[src/rtl/writeback_arbiter.sv]
// Result writeback arbiter: per-producer result FIFOs share NUM_BUS registered
// broadcast buses, granted round-robin starting from rr_ptr.
module writeback_arbiter #(
    parameter int NUM_SRC = 4,
    parameter int NUM_BUS = 3,
    parameter int DEPTH   = 2,
    parameter int TAG_W   = 6,
    parameter int ROB_W   = 6,
    parameter int DATA_W  = 32
) (
    input  logic                      clk,
    input  logic                      reset,
    input  logic [NUM_SRC-1:0]        src_valid,
    input  logic [NUM_SRC*TAG_W-1:0]  src_tag,
    input  logic [NUM_SRC*ROB_W-1:0]  src_rob,
    input  logic [NUM_SRC*DATA_W-1:0] src_value,
    output logic [NUM_SRC-1:0]        src_ready,
    output logic [NUM_BUS-1:0]        bus_valid,
    output logic [NUM_BUS*TAG_W-1:0]  bus_tag,
    output logic [NUM_BUS*ROB_W-1:0]  bus_rob,
    output logic [NUM_BUS*DATA_W-1:0] bus_value,
    output logic [NUM_BUS*2-1:0]      bus_src,
    output logic [NUM_SRC*2-1:0]      occupancy
);
    localparam int PTR_W = (DEPTH > 1) ? $clog2(DEPTH) : 1;
    localparam int CNT_W = $clog2(DEPTH + 1);
    localparam int SEL_W = (NUM_SRC > 1) ? $clog2(NUM_SRC) : 1;
    localparam int ENT_W = TAG_W + ROB_W + DATA_W;

    logic [NUM_SRC-1:0] empty;
    logic [ENT_W-1:0]   head [NUM_SRC];
    logic [NUM_SRC-1:0] grant;
    logic [SEL_W-1:0]   sel [NUM_BUS];
    logic [NUM_BUS-1:0] sel_valid;
    logic [SEL_W-1:0]   rr_ptr_reg;
    logic [SEL_W-1:0]   rr_next;
    logic [SEL_W-1:0]   idx;
    int                 n_granted;

    genvar gi;
    generate
        for (gi = 0; gi < NUM_SRC; gi++) begin : g_fifo
            logic [ENT_W-1:0] mem [DEPTH];
            logic [PTR_W-1:0] wr_ptr_reg;
            logic [PTR_W-1:0] rd_ptr_reg;
            logic [CNT_W-1:0] count_reg;
            logic             push;

            // Ready looks only at the registered count, so a full FIFO never passes through.
            assign src_ready[gi]         = (count_reg < CNT_W'(DEPTH));
            assign push                  = src_valid[gi] & src_ready[gi];
            assign empty[gi]             = (count_reg == '0);
            assign head[gi]              = mem[rd_ptr_reg];
            assign occupancy[gi*2 +: 2]  = 2'(count_reg);

            always_ff @(posedge clk) begin
                if (push) begin
                    mem[wr_ptr_reg] <= {src_tag[gi*TAG_W +: TAG_W],
                                        src_rob[gi*ROB_W +: ROB_W],
                                        src_value[gi*DATA_W +: DATA_W]};
                end
            end

            always_ff @(posedge clk or posedge reset) begin
                if (reset) begin
                    wr_ptr_reg <= '0;
                    rd_ptr_reg <= '0;
                    count_reg  <= '0;
                end else begin
                    if (push) wr_ptr_reg <= wr_ptr_reg + PTR_W'(1);
                    if (grant[gi]) rd_ptr_reg <= rd_ptr_reg + PTR_W'(1);
                    count_reg <= count_reg + CNT_W'(push) - CNT_W'(grant[gi]);
                end
            end
        end
    endgenerate

    // Walk sources from rr_ptr; the first NUM_BUS non-empty heads take buses 0,1,2 in order.
    always_comb begin
        grant     = '0;
        sel_valid = '0;
        n_granted = 0;
        idx       = '0;
        rr_next   = rr_ptr_reg;
        for (int b = 0; b < NUM_BUS; b++) sel[b] = '0;
        for (int k = 0; k < NUM_SRC; k++) begin
            idx = SEL_W'((int'(rr_ptr_reg) + k) % NUM_SRC);
            if (!empty[idx] && n_granted < NUM_BUS) begin
                grant[idx] = 1'b1;
                for (int b = 0; b < NUM_BUS; b++) begin
                    if (n_granted == b) begin
                        sel[b]       = idx;
                        sel_valid[b] = 1'b1;
                    end
                end
                n_granted = n_granted + 1;
                rr_next   = SEL_W'((int'(idx) + 1) % NUM_SRC);
            end
        end
    end

    always_ff @(posedge clk or posedge reset) begin
        if (reset) begin
            rr_ptr_reg <= '0;
        end else if (|grant) begin
            rr_ptr_reg <= rr_next;
        end
    end

    generate
        for (gi = 0; gi < NUM_BUS; gi++) begin : g_bus
            logic             valid_reg;
            logic [ENT_W-1:0] ent_reg;
            logic [SEL_W-1:0] src_reg;

            always_ff @(posedge clk or posedge reset) begin
                if (reset) begin
                    valid_reg <= 1'b0;
                    ent_reg   <= '0;
                    src_reg   <= '0;
                end else if (sel_valid[gi]) begin
                    valid_reg <= 1'b1;
                    ent_reg   <= head[sel[gi]];
                    src_reg   <= sel[gi];
                end else begin
                    valid_reg <= 1'b0;
                    ent_reg   <= '0;
                    src_reg   <= '0;
                end
            end

            assign bus_valid[gi]                = valid_reg;
            assign bus_tag[gi*TAG_W +: TAG_W]   = ent_reg[ENT_W-1 -: TAG_W];
            assign bus_rob[gi*ROB_W +: ROB_W]   = ent_reg[DATA_W +: ROB_W];
            assign bus_value[gi*DATA_W +: DATA_W] = ent_reg[DATA_W-1:0];
            assign bus_src[gi*2 +: 2]           = 2'(src_reg);
        end
    endgenerate
endmodule

[config.mk]
export PLATFORM = sky130hd
export DESIGN_NAME = writeback_arbiter
export DESIGN_NICKNAME = d
export VERILOG_FILES = /design/src/rtl/writeback_arbiter.sv
export SDC_FILE = /design/constraint.sdc
export NUM_CORES = 1
export LEC_CHECK = 0
export ABC_AREA = 0
export CORE_MARGIN = 2
export CORE_UTILIZATION = 45
export DETAILED_ROUTE_END_ITERATION = 8
export PLACE_DENSITY = 0.79
export SETUP_SLACK_MARGIN = 0.05
export SLEW_MARGIN = 10
export SYNTH_ARGS = -nofsm -noshare
export SYNTH_HDL_FRONTEND = slang
export SYNTH_SLANG_ARGS = --single-unit
[constraint.sdc]
create_clock -name clk -period 5.2 [get_ports clk]
set_clock_uncertainty 0.1 [all_clocks]
set_input_delay 0.78 -clock clk [delete_from_list [all_inputs] [get_ports clk]]
set_output_delay 0.78 -clock clk [all_outputs]
set_load 0.05 [all_outputs]
==> reports/results.txt <==
Synth area leader - edfxtp_1
Final count of pins violating max slew - 0
Top post-synthesis cells by count - 352 x edfxtp_1, 278 x nor2_1, 161 x mux2_2
Flip-flop and latch count after synthesis - 511
Portion of synthesized cell area occupied by the leading cell type - 0.474
Synth unique cells - 65
Total die area - 0.0513 sq mm
Final Setup Violations - 0
Post_cts resized - 0
TritonCTS sink count - 511
Run status - finished clean
Setup repair after global routing missed its margin - no
Worst EP arrival - 5.01 ns
Via total after detailed routing - 16232
FFs w/ async S/R, synth - 0.311
Required time at the endpoint of the critical path - 5.56 ns
Post-synthesis cell area - 0.0223 sq mm
Number of rows created at floorplan - 81
Highest fanout seen on the critical path - 73
I/O Buffers - 334
Share of layout cells above drive strength 1 - 0.156
Sequential Area - 0.0146 sq mm
Final std cells w/o fill - 2688
Top_reg_cell synth - edfxtp_1
Number of max-cap violations - 0
Detail-routed via count per cell - 6.04
Global-route wire length before repair - 104000 um
Largest net degree at the start of global routing - 100
Gate Count Post-Synth - 1673
Clock tree from TritonCTS - yes
Number of remaining DRC errors - 0
Slew of the pin with the lowest slew margin - 1.08 ns
Fraction of the core area covered by cells at the end of the flow - 0.569
Initial antenna violation count - 9
Cell area after placement - 0.0263 sq mm
Iteration-0 DRC count of the detailed router - 2324
Final wirelength - 72100 um
Clock slew seen by the registers of the worst setup and hold paths - 0.06 ns
Die span in x - 227 um
Multi-input gate area in the final layout - 0.00707 sq mm
Vias in the first global route - 15819
Routed WL per cell - 26.8 um
Area grow syn2layout - 25.0%
# nets final - 2173
Fraction of the yosys area taken by sequential cells - 0.653
Post-route design area - 0.0278 sq mm
Tightest Hold Check Type - reg -> reg
Final count of hold timing violations - 0
Cts bufs inserted - 51
Period utilization - 0.895
Quantity of hold-fixing buffers added after cts - 0
Number of buffers added for setup after CTS - 0
Setup crit end kind - flop
H-tree depth reported by CTS - 2
Max_slew headroom - 0.278
Total I/O pin count - 335
Number of flops mapped to enable cells by yosys - 352
Placeable core area - 0.0490 sq mm
GPL Wtd Cong - 0.938
Number of synthesis warnings - 0
Placed wire-length estimate - 49400 um
Final setup TNS - 0 ns
Global-route total usage across every layer - 0.278
Number of filler instances in the final layout - 3952
Count of placed standard cells including taps - 2588
Mean area per synthesized cell - 13.3 sq um
Maximum buffer depth of the clock tree - 3
Most frequent cell after synthesis - edfxtp_1
Overall die height - 227 um
Time the final worst path needs with I/O delays and setup - 4.65 ns
Net count after synthesis - 1869
Worst Path Class, Setup - reg -> reg
Effective utilization at floorplan - 0.455
Peak Freq - 215 MHz
Startpoint kind of the worst setup timing path - flop
Top area cells in the synthesized netlist - edfxtp_1 47%, dfrtp_1 18%, mux2_2 8.1%, nor2_1 4.7%, o32ai_1 2.9%
Master cell of the clock root buffer - clkbuf_16
Worst-skew pair later-pin latency - 0.62 ns
Post-route ant nets - 0
Drt first pass iters - 6
Max reg flops - 352
Global route overflow - 0
-- critical path, cell delays in order (launching register included) --
cell	delay (ns)
dfrtp_1	0.56
inv_2	0.17
ha_1	0.31
or4_1	0.57
o21ai_2	0.16
nor2_1	0.11
inv_1	0.08
ha_1	0.41
o311ai_1	0.25
o32ai_1	0.25
nor2b_4	0.17
buf_4	0.77
nor2_1	0.13
o32ai_1	0.41
-- final timing paths --
path                            cells past startpoint                   end            startpoint  slack [ns]
worst max-delay path                               13   g_bus[2].ent_reg[7]         rr_ptr_reg[1]        0.55
worst min-delay path                                1  g_fifo[1].wr_ptr_reg  g_fifo[1].wr_ptr_reg        0.45
worst max register to register                     13   g_bus[2].ent_reg[7]         rr_ptr_reg[1]        0.55
worst min register to register                      1  g_fifo[1].wr_ptr_reg  g_fifo[1].wr_ptr_reg        0.45
max in group asynchronous                           3  g_fifo[0].rd_ptr_reg                 reset        3.39
min in group asynchronous                           2  g_bus[0].ent_reg[29]                 reset        0.56
-- final cells by class --
type | instances | area share
Sequential cell | 511 | 0.523
Multi-Input combinational cell | 1011 | 0.254
Timing Repair Buffer | 376 | 0.134
Clock buffer | 65 | 0.0481
Tap cell | 664 | 0.0298
Clock inverter | 29 | 0.00706
Inverter | 26 | 0.00377
Antenna cell | 6 | 0.000539
-- logic make-up (layout without fill, tap and decap cells) --
kind of cell,Yosys count,count (layout),synth area share
xor gates and xnor gates,17,17,0.00668
muxes,196,196,0.0993
adders and majority gates,15,15,0.00831
other,0,6,0
and+or+nand+nor,400,400,0.0739
DFF,511,511,0.653
buffers and inverters,151,496,0.0324
AOI/OAI and AO/OA,383,383,0.126
-- layer usage --
metal  global-route usage  vias to the layer above  share of wire
met1                0.381                     8050           0.40
li1                     -                     6981              -
met2                0.433                     1032           0.46
met3               0.0547                      161          0.097
met4                0.119                        8          0.044
met5                    0                        -        0.00069
-- cells in the final DEF (no fill, tap or decap), types with 45 or more instances in the layout --
| cell type | synthesis | final |
|---|---|---|
| clkbuf_16 | 0 | 51 |
| clkdlybuf4s50_1 | 0 | 334 |
| dfrtp_1 | 159 | 155 |
| edfxtp_1 | 352 | 352 |
| mux2_2 | 161 | 161 |
| nand2_1 | 76 | 76 |
| nor2_1 | 278 | 274 |
| o221ai_1 | 45 | 45 |
| o22ai_1 | 56 | 56 |
| o31ai_1 | 71 | 71 |
| o32ai_1 | 74 | 74 |
-- per-stage QoR --
step | hold slack (ns) | setup WS, ns
final | 0.449 | 0.546
after CTS | 0.454 | 0.655
after global placement | 0.428 | 0.623
after global routing | 0.457 | 0.231
after detailed placement | 0.444 | 0.649
after floorplan | 0.361 | 1.07
Power is not shown: default switching activity piles up to over one toggle a cycle in this logic, so the estimate is an artifact.
